### src/rtl/score_pkg.sv
// Shared types and constants for the high-score table: FSM encoding, table geometry
// and the BCD digit clamp.
package score_pkg;

    localparam int TABLE_DEPTH = 4;
    localparam int BCD_W       = 4;
    localparam int IDX_W       = 2;
    localparam logic [BCD_W-1:0] BCD_MAX = 4'd9;

    typedef enum logic [1:0] {
        IDLE  = 2'd0,
        SCAN  = 2'd1,
        SHIFT = 2'd2,
        DONE  = 2'd3
    } state_t;

    typedef logic [2*BCD_W-1:0] entry_t;

    function automatic logic [BCD_W-1:0] clamp_digit(input logic [BCD_W-1:0] d);
        return (d > BCD_MAX) ? BCD_MAX : d;
    endfunction

endpackage

### src/rtl/bcd2_gt.sv
// Two-digit BCD strict greater-than: {a_1,a_0} > {b_1,b_0}.
module bcd2_gt
    import score_pkg::*;
(
    input  logic [BCD_W-1:0] a_1,
    input  logic [BCD_W-1:0] a_0,
    input  logic [BCD_W-1:0] b_1,
    input  logic [BCD_W-1:0] b_0,
    output logic             gt
);

    assign gt = (a_1 > b_1) || ((a_1 == b_1) && (a_0 > b_0));

endmodule

### src/rtl/score_board.sv
// Four-entry descending high-score table. A game-over edge captures the live score,
// scans for its slot one entry per cycle, then shifts it in.
module score_board
    import score_pkg::*;
(
    input  logic             clk,
    input  logic             rst,
    input  logic [BCD_W-1:0] score_0,
    input  logic [BCD_W-1:0] score_1,
    input  logic             slime_die,
    input  logic             clr_table,
    input  logic [IDX_W-1:0] rd_idx,
    output logic [BCD_W-1:0] rd_score_0,
    output logic [BCD_W-1:0] rd_score_1,
    output logic [BCD_W-1:0] last_score_0,
    output logic [BCD_W-1:0] last_score_1,
    output logic [BCD_W-1:0] highest_score_0,
    output logic [BCD_W-1:0] highest_score_1,
    output logic             busy,
    output logic             new_record
);

    state_t           state;
    entry_t           tbl [TABLE_DEPTH];
    entry_t           pending;
    logic [IDX_W-1:0] idx;
    logic [IDX_W-1:0] ins;
    logic             die_q;
    logic             die_edge;
    logic             gt;

    assign die_edge = slime_die & ~die_q;

    bcd2_gt u_gt (
        .a_1 (pending[2*BCD_W-1:BCD_W]),
        .a_0 (pending[BCD_W-1:0]),
        .b_1 (tbl[idx][2*BCD_W-1:BCD_W]),
        .b_0 (tbl[idx][BCD_W-1:0]),
        .gt  (gt)
    );

    assign rd_score_1      = tbl[rd_idx][2*BCD_W-1:BCD_W];
    assign rd_score_0      = tbl[rd_idx][BCD_W-1:0];
    assign highest_score_1 = tbl[0][2*BCD_W-1:BCD_W];
    assign highest_score_0 = tbl[0][BCD_W-1:0];

    // die_q resets high so a level held through reset never looks like a fresh edge
    always_ff @(posedge clk) begin
        if (rst) begin
            state        <= IDLE;
            for (int k = 0; k < TABLE_DEPTH; k++) tbl[k] <= '0;
            pending      <= '0;
            last_score_0 <= '0;
            last_score_1 <= '0;
            idx          <= '0;
            ins          <= '0;
            die_q        <= 1'b1;
            busy         <= 1'b0;
            new_record   <= 1'b0;
        end else begin
            die_q      <= slime_die;
            new_record <= 1'b0;
            case (state)
                IDLE: begin
                    if (clr_table) begin
                        for (int k = 0; k < TABLE_DEPTH; k++) tbl[k] <= '0;
                    end else if (die_edge) begin
                        pending      <= {clamp_digit(score_1), clamp_digit(score_0)};
                        last_score_1 <= clamp_digit(score_1);
                        last_score_0 <= clamp_digit(score_0);
                        idx          <= '0;
                        state        <= SCAN;
                        busy         <= 1'b1;
                    end
                end
                SCAN: begin
                    if (gt) begin
                        ins   <= idx;
                        state <= SHIFT;
                    end else if (idx == IDX_W'(TABLE_DEPTH - 1)) begin
                        state <= IDLE;
                        busy  <= 1'b0;
                    end else begin
                        idx <= idx + 1'b1;
                    end
                end
                SHIFT: begin
                    // Entries below the slot move down one; the old last entry falls off
                    for (int k = 1; k < TABLE_DEPTH; k++) begin
                        if (IDX_W'(k) > ins) tbl[k] <= tbl[k-1];
                    end
                    tbl[ins]   <= pending;
                    new_record <= (ins == '0);
                    state      <= DONE;
                end
                DONE: begin
                    state <= IDLE;
                    busy  <= 1'b0;
                end
                default: begin
                    state <= IDLE;
                    busy  <= 1'b0;
                end
            endcase
        end
    end

endmodule
### config.mk
export PLATFORM = sky130hd
export DESIGN_NAME = score_board
export DESIGN_NICKNAME = d
export VERILOG_FILES = /design/src/rtl/score_pkg.sv /design/src/rtl/bcd2_gt.sv /design/src/rtl/score_board.sv
export SDC_FILE = /design/constraint.sdc
export NUM_CORES = 1
export LEC_CHECK = 0
export BUFFER_PORTS_ARGS = -buffer_cell sky130_fd_sc_hd__buf_2
export CAP_MARGIN = 20
export CORE_MARGIN = 2
export CORE_UTILIZATION = 59
export CTS_BUF_LIST = sky130_fd_sc_hd__clkbuf_4
export CTS_CLUSTER_DIAMETER = 150
export DETAILED_ROUTE_END_ITERATION = 12
export PLACE_DENSITY = 0.84
export SYNTH_ARGS = -nofsm -noshare
export SYNTH_HDL_FRONTEND = slang
export SYNTH_SLANG_ARGS = --single-unit
### constraint.sdc
create_clock -name clk -period 3.05 [get_ports clk]
set_input_delay 0.61 -clock clk [delete_from_list [all_inputs] [get_ports clk]]
set_output_delay 0.61 -clock clk [all_outputs]
set_load 0.01 [all_outputs]
==> impl_metrics.json, run 1 <==
{
  "row_count": 24,
  "p_leak_nw": 1.22,
  "synth_seq_area_share": 0.491,
  "cts_resized": 0,
  "stdcell_area_mm2": 0.00310,
  "path_class": "flop to flop",
  "holdPathStages": 2,
  "grt_pass1_wl_mm": 9.83,
  "synth_edf_count": 32,
  "power_density_mw_per_mm2": 475,
  "grt_remaining_overflow": 0,
  "fin_util": 0.701,
  "crit_arrival_ps": 2900,
  "io_buffers": 39,
  "postPlaceCellArea_mm2": 0.00299,
  "initial_core_util": 0.618,
  "tns_ps": 0,
  "path_clk_slew_ps": 150,
  "slew_headroom": 0.367,
  "syn_avg_cell_area_um2": 12.6,
  "final_cell_mix": "39 x buf_2, 32 x edfxtp_1, 19 x nor2_1, 19 x dfxtp_1",
  "ys_seq_elements": 51,
  "cts_setup_buffers": 0,
  "mostFrequentLayoutCell": "buf_2",
  "hold_violations": 0,
  "setup_viol": 0,
  "p_seq_frac": 0.548,
  "synthArstFlopShare": 0,
  "gp_congestion": 0.874,
  "vdd_drop_max_v": 0.000339,
  "drive_gt1_frac": 0.315,
  "firstDrtPassIters": 4,
  "hold_path_class": "input pin to flop",
  "synth_warnings": 0,
  "p_sw_mw": 0.353,
  "finalNetCount": 282,
  "synth-main-ff-cell": "edfxtp_1",
  "skew_ps": 12.7,
  "p_comb_frac": 0.128,
  "wl_per_cell_um": 20.0,
  "hp-start": "slime_die",
  "cts_root_buf": "clkbuf_4",
  "grt_setup_unrepaired": "no",
  "syn_inst": 217,
  "antenna_found_initial": 0,
  "cp-start-kind": "flop",
  "die_y_um": 72.0,
  "synth_nets": 240,
  "viasPerCell": 6.37,
  "core_area_mm2": 0.00441,
  "finalMaxSlewViolations": 0,
  "clkPwrFrac": 0.324,
  "cts_inserted_buffers": 5,
  "die_w_um": 72.0,
  "clk-insertion-delay-late_ps": 390,
  "grt_pass1_vias": 1874,
  "dp_hpwl_mm": 4.52,
  "hold_buffers": 0,
  "ys_types": 39,
  "status": "completed",
  "worstPathMaxFanout": 5,
  "cp_data_required_time_ps": 3340,
  "dieArea_mm2": 0.00519,
  "ios": 40,
  "r2r_cells": 7,
  "p_total_mw": 1.47,
  "totalWireLength_mm": 6.25,
  "cts_tree": "built",
  "num-fill-cells": 339,
  "cap_violations": 0,
  "p_int_mw": 1.12,
  "p_sw_frac": 0.240,
  "fin_crit_sh": 0.855,
  "fmaxAchievable_mhz": 383,
  "diodes": 0,
  "period_needed_ps": 2610,
  "clockBufferDepth": 2,
  "grt_max_degree": 24,
  "area_growth_pct": 13.4,
  "ant_nets": 0,
  "drc": 0,
  "track_usage": 0.260,
  "htreeDepth": 2,
  "num_vias": 1987,
  "worst_pin_slew_ps": 948,
  "syn_area_mm2": 0.00273,
  "crit_path_end_kind": "flop",
  "cts.sinks": 51,
  "drt_iter0_markers": 245
}
## cells by family (layout without fill, tap and decap cells)
group	count (synthesis)	in the layout	synth area share
compound gates	42	42	0.115
fa+ha+maj	9	9	0.0412
buf+inv	20	63	0.0298
flops	51	51	0.491
mux	31	31	0.189
simple gates	64	64	0.133
## area by class of cell
type                       instances  area [um2]  share of cell area
timing repair buffer              45         240              0.0776
tap                               52        65.1              0.0210
clock inverter                     3        66.3              0.0214
clock buffer                       5        37.5              0.0121
sequential                        51        1340               0.433
multi-input combinational        146        1310               0.422
inverter                          10        37.5              0.0121
## layer usage
metal  up-vias  share of wire  global-route usage
met5         -              0                   0
met4         0          0.024               0.113
met3        15          0.061              0.0444
met2        83           0.48               0.415
met1       976           0.44               0.353
li1        913              -                   -
## critical path, stage by stage (launching register included)
cell and delay (ps):
dfxtp_1 530, mux4_2 560, inv_1 70, ha_1 250, a41oi_1 360, nor3_4 80, o21ai_2 290, mux2_1 370
## metrics by stage
step | cells | setup WS, ps | hold slack (ps)
4_1_cts | 312 | 431 | 416
6_report | 312 | 441 | 425
3_5_place_dp | 304 | 457 | 508
5_1_grt | 312 | 283 | 422
2_1_floorplan | 217 | 599 | 477
3_3_place_gp | 304 | 574 | 495
## power groups by stage
stage	combinational (mW)	sequential [mW]	clock [mW]
2_1_floorplan	0.126	0.809	0
3_3_place_gp	0.181	0.818	0
3_5_place_dp	0.188	0.819	0
4_1_cts	0.189	0.803	0.481
5_1_grt	0.206	0.810	0.503
6_report	0.189	0.805	0.476
## cells in the mapped netlist (all sizes together), types with 2 or more instances
master | number | share of area
edfxtp | 32 | 0.35
nor2 | 22 | 0.033
dfxtp | 19 | 0.14
a22o | 16 | 0.051
mux4 | 16 | 0.13
a21oi | 11 | 0.022
mux2i | 11 | 0.040
inv | 10 | 0.014
ha | 9 | 0.041
nand2 | 8 | 0.011
and2 | 7 | 0.016
buf | 7 | 0.012
nand2b | 7 | 0.016
nor3 | 7 | 0.021
nor3b | 5 | 0.014
mux2 | 4 | 0.016
clkbuf | 3 | 0.0041
o21a | 3 | 0.0082
o21ai | 3 | 0.0069
o21bai | 3 | 0.0082
a211oi | 2 | 0.0055
nor2b | 2 | 0.0046
or2 | 2 | 0.0055
or3 | 2 | 0.0064
## sequential cells by signal, indices dropped and copies added, names as in the netlist, 2 cells and up, named ones only
name	cells
idx	2
ins	2
tbl	32
last_score_0	3
last_score_1	4
## worst paths after layout
check	end	slack (ps)
worst max-delay path	flop	440
worst min-delay path	die_q	430
worst max register to register	flop	440
worst min register to register	busy	530
No activity file was read; power rests on OpenSTA's default activity.
==> run 2: changes to the inputs <==
- clock period: 3.05 -> 2.9 ns (I/O delays scaled with it)
==> impl_metrics.json, run 2 (synthesized netlist as in run 1, its figures left out) <==
{
  "mostFrequentLayoutCell": "buf_2",
  "wl_per_cell_um": 19.9,
  "r2r_cells": 8,
  "grt_pass1_vias": 1921,
  "grt_setup_unrepaired": "no",
  "cp-start-kind": "flop",
  "clockBufferDepth": 2,
  "cp_data_required_time_ps": 3180,
  "r2r_end": "idx[0]",
  "skew_ps": 17.6,
  "drc": 0,
  "diodes": 0,
  "area_growth_pct": 12.6,
  "power_density_mw_per_mm2": 473,
  "num_vias": 1987,
  "die_w_um": 72.0,
  "r2r_setup_slack_ps": 310,
  "crit_path_end_kind": "flop",
  "hold_path_class": "input pin to flop",
  "seqCellArea_mm2": 0.00134,
  "fin_crit_sh": 0.893,
  "cts_tree": "built",
  "fmaxAchievable_mhz": 386,
  "final_cell_mix": "39 x buf_2, 32 x edfxtp_1, 19 x nor2_1, 19 x dfxtp_1",
  "initial_core_util": 0.618,
  "worstPathMaxFanout": 5,
  "setup_viol": 0,
  "path_class": "flop to flop",
  "cts_root_buf": "clkbuf_4",
  "htreeDepth": 2,
  "cts.sinks": 51,
  "grt_pass1_wl_mm": 9.74,
  "tns_ps": 0,
  "dieArea_mm2": 0.00519,
  "vdd_drop_max_v": 0.000355,
  "crit_arrival_ps": 2870,
  "finalNetCount": 283,
  "timing.hold.ws_ps": 408,
  "multi_input_area_mm2": 0.00131,
  "finalMaxSlewViolations": 0,
  "grt_max_degree": 24,
  "ios": 40,
  "clk-insertion-delay-late_ps": 380,
  "firstDrtPassIters": 4,
  "period_needed_ps": 2590,
  "hold_violations": 0,
  "cts_inserted_buffers": 5,
  "gp_congestion": 0.875,
  "dp_hpwl_mm": 4.58,
  "antenna_found_initial": 0,
  "track_usage": 0.258,
  "cts_setup_buffers": 0,
  "cap_violations": 0,
  "status": "completed",
  "drive_gt1_frac": 0.318,
  "hold_buffers": 0,
  "largestRegisters": "tbl: 32 flops, last_score_1: 4 flops, last_score_0: 3 flops",
  "cts_resized": 0,
  "grt_remaining_overflow": 0,
  "largest_reg_flops": 32,
  "fin_util": 0.697,
  "core_area_mm2": 0.00441,
  "p_leak_nw": 1.21,
  "io_buffers": 39,
  "die_y_um": 72.0,
  "ant_nets": 0,
  "worst_pin_slew_ps": 583,
  "row_count": 24,
  "path_clk_slew_ps": 140,
  "num-fill-cells": 325,
  "slew_headroom": 0.611,
  "drt_iter0_markers": 204,
  "crit_path_end": "idx[0]",
  "viasPerCell": 6.35,
  "final_cells": 313,
  "place_inst": 305,
  "regMostFlops": "tbl",
  "totalWireLength_mm": 6.23
}
[run 2: how the worst min path moves through the flow]
stage	from	endpoint	slack (ps)	depth (start not counted)
after floorplan	idx[1]	ins[1]	480	2
after global placement	busy	busy	500	2
after detailed placement	busy	busy	500	2
after CTS	slime_die	die_q	400	2
final	slime_die	die_q	410	2
after global routing	slime_die	die_q	410	2
[run 2: per-layer routing]
metal | GRT usage | wire, um | share of wire
met2 | 0.427 | 2990 | 0.48
met3 | 0.0611 | 592 | 0.095
met4 | 0.0901 | 104 | 0.017
met5 | 0 | 0 | 0
met1 | 0.336 | 2540 | 0.41
[run 2: metrics by stage]
step,worst slack [ps],total power [mW],cell area (um2)
2_1_floorplan,449,0.984,2730
6_report,312,1.45,3080
3_5_place_dp,344,1.06,3000
3_3_place_gp,419,1.05,3000
5_1_grt,193,1.50,3080
4_1_cts,316,1.45,3080
[run 2: final cells by class]
class                           count  share of cell area
Clock inverter                      3              0.0126
Clock buffer                        5              0.0122
Timing Repair Buffer               46              0.0806
Inverter                           10              0.0122
Sequential cell                    51               0.436
Multi-Input combinational cell    146               0.425
Tap cell                           52              0.0212
[run 2: worst max-delay path, stage by stage, from the launching register on]
cell and delay, ps:
dfxtp_1 520, buf_4 230, mux4_2 510, inv_1 70, ha_1 230, o21a_1 170
o2bb2ai_1 260, o21ai_2 160, mux2_1 330
[run 2: power breakdown]
part / internal [mW] / switching, mW / leakage, nW / total (mW)
Sequential: 0.809 / 0.0373 / 0.509 / 0.847
Clock: 0.179 / 0.230 / 0.0453 / 0.409
Combinational: 0.0968 / 0.101 / 0.657 / 0.198
==> run 3: changes to the inputs <==
- clock period: 2.9 -> 2.4 ns (I/O delays scaled with it)
==> impl_metrics.json, run 3 (synthesized netlist as in run 1, its figures left out) <==
{
  "regMostFlops": "tbl",
  "grt_remaining_overflow": 0,
  "path_clk_slew_ps": 160,
  "grt_pass1_wl_mm": 10.6,
  "setup_viol": 5,
  "cts.sinks": 51,
  "num_vias": 2130,
  "fmaxAchievable_mhz": 413,
  "worst_pin_slew_ps": 1080,
  "totalWireLength_mm": 6.98,
  "largestRegisters": "tbl: 32 flops, last_score_1: 4 flops, last_score_0: 3 flops",
  "grt_max_degree": 24,
  "wl_per_cell_um": 21.1,
  "dp_hpwl_mm": 4.92,
  "mostFrequentLayoutCell": "buf_2",
  "hold_violations": 0,
  "gp_congestion": 0.831,
  "drive_gt1_frac": 0.417,
  "path_cells": "buf_4, buf_12, mux4_2, inv_1, ha_1, nand4_1, nor3_4, buf_4, or3_4, mux2i_1",
  "cp_top_family": "multiplexers",
  "skew_ps": 9.50,
  "track_usage": 0.282,
  "grt_busiest_layer": "met2",
  "clk-insertion-delay-late_ps": 390,
  "cts_tree": "built",
  "core_area_mm2": 0.00441,
  "grt_pass1_vias": 2069,
  "status": "complete, but fails checks",
  "use_met3": 0.0500,
  "hp-start": "slime_die",
  "drt_iter0_markers": 192,
  "worstPathMaxFanout": 4,
  "use_met2": 0.454,
  "row_count": 24,
  "cp_data_required_time_ps": 2690,
  "ant_nets": 0,
  "power_density_mw_per_mm2": 530,
  "die_w_um": 72.0,
  "cp.depth": 10,
  "postPlaceCellArea_mm2": 0.00313,
  "diodes": 0,
  "holdPathStages": 2,
  "io_buffers": 39,
  "hold_path_class": "input pin to flop",
  "p_total_mw": 1.76,
  "cap_violations": 0,
  "grt_setup_unrepaired": "yes",
  "viasPerCell": 6.45,
  "antenna_found_initial": 0,
  "cts_root_buf": "clkbuf_4",
  "largest_reg_flops": 32,
  "drc": 0,
  "period_needed_ps": 2420,
  "path_class": "flop to flop",
  "cts_inserted_buffers": 5,
  "crit_path_end_kind": "flop",
  "ios": 40,
  "fin_crit_sh": 1.01,
  "crit_arrival_ps": 2710,
  "final_cell_mix": "39 x buf_2, 32 x edfxtp_1, 22 x buf_4",
  "htreeDepth": 2,
  "vdd_drop_max_v": 0.000369,
  "dieArea_mm2": 0.00519,
  "cp-start-kind": "flop",
  "area_growth_pct": 21.4,
  "tns_ps": -41.1,
  "finalMaxSlewViolations": 0,
  "path_common_cell": "buf_4",
  "worst-path-buf-inv": 4,
  "stdcell_area_mm2": 0.00331,
  "timing.final.ws_setup_ps": -21.1,
  "die_y_um": 72.0,
  "slew_headroom": 0.276,
  "finalNetCount": 300,
  "hold_buffers": 0,
  "violations": "setup timing",
  "p_leak_nw": 1.32,
  "initial_core_util": 0.618,
  "clockBufferDepth": 2,
  "firstDrtPassIters": 4,
  "r2r_cells": 10,
  "critPathSlowestCell": "mux4_2",
  "cpPeakStageDelay_ps": 480,
  "fin_util": 0.751,
  "met1_usage": 0.379
}
run 3: where the power goes:
part           total [mW]  internal, mW  switching, mW
sequential           1.02         0.978         0.0390
combinational       0.312         0.157          0.155
clock               0.428         0.126          0.302
total                1.76          1.26          0.496
run 3: cell type report:
cell class | instances | area (um2)
Sequential cell | 51 | 1340
Fill cell | 273 | 1100
Inverter | 10 | 37.5
Clock inverter | 3 | 28.8
Multi-Input combinational cell | 146 | 1410
Clock buffer | 5 | 37.5
Tap cell | 52 | 65.1
Timing Repair Buffer | 63 | 392
run 3: final timing paths:
kind,to,slack [ps]
max,ins[0],-20
min,die_q,280
max reg2reg,ins[0],-20
min reg2reg,ins[1],540
run 3: stage by stage:
| stage | setup slack, ps | std cells | hold WS, ps |
|---|---|---|---|
| floorplan | 19.9 | 217 | 477 |
| global placement | 30.4 | 321 | 498 |
| finish | -21.1 | 330 | 278 |
| global route | -104 | 330 | 280 |
| CTS | 1.48 | 329 | 275 |
| detailed placement | -36.9 | 321 | 505 |
run 3: routing by layer:
metal | share of wire | wire length [um]
met1 | 0.40 | 2790
met2 | 0.49 | 3410
met3 | 0.076 | 533
met4 | 0.034 | 238
met5 | 0 | 0
run 3: timing repair:
item,CTS,global route
pin swaps,4,3
resized for setup,5,14
setup buffers,0,1
setup endpoints to repair,8,8
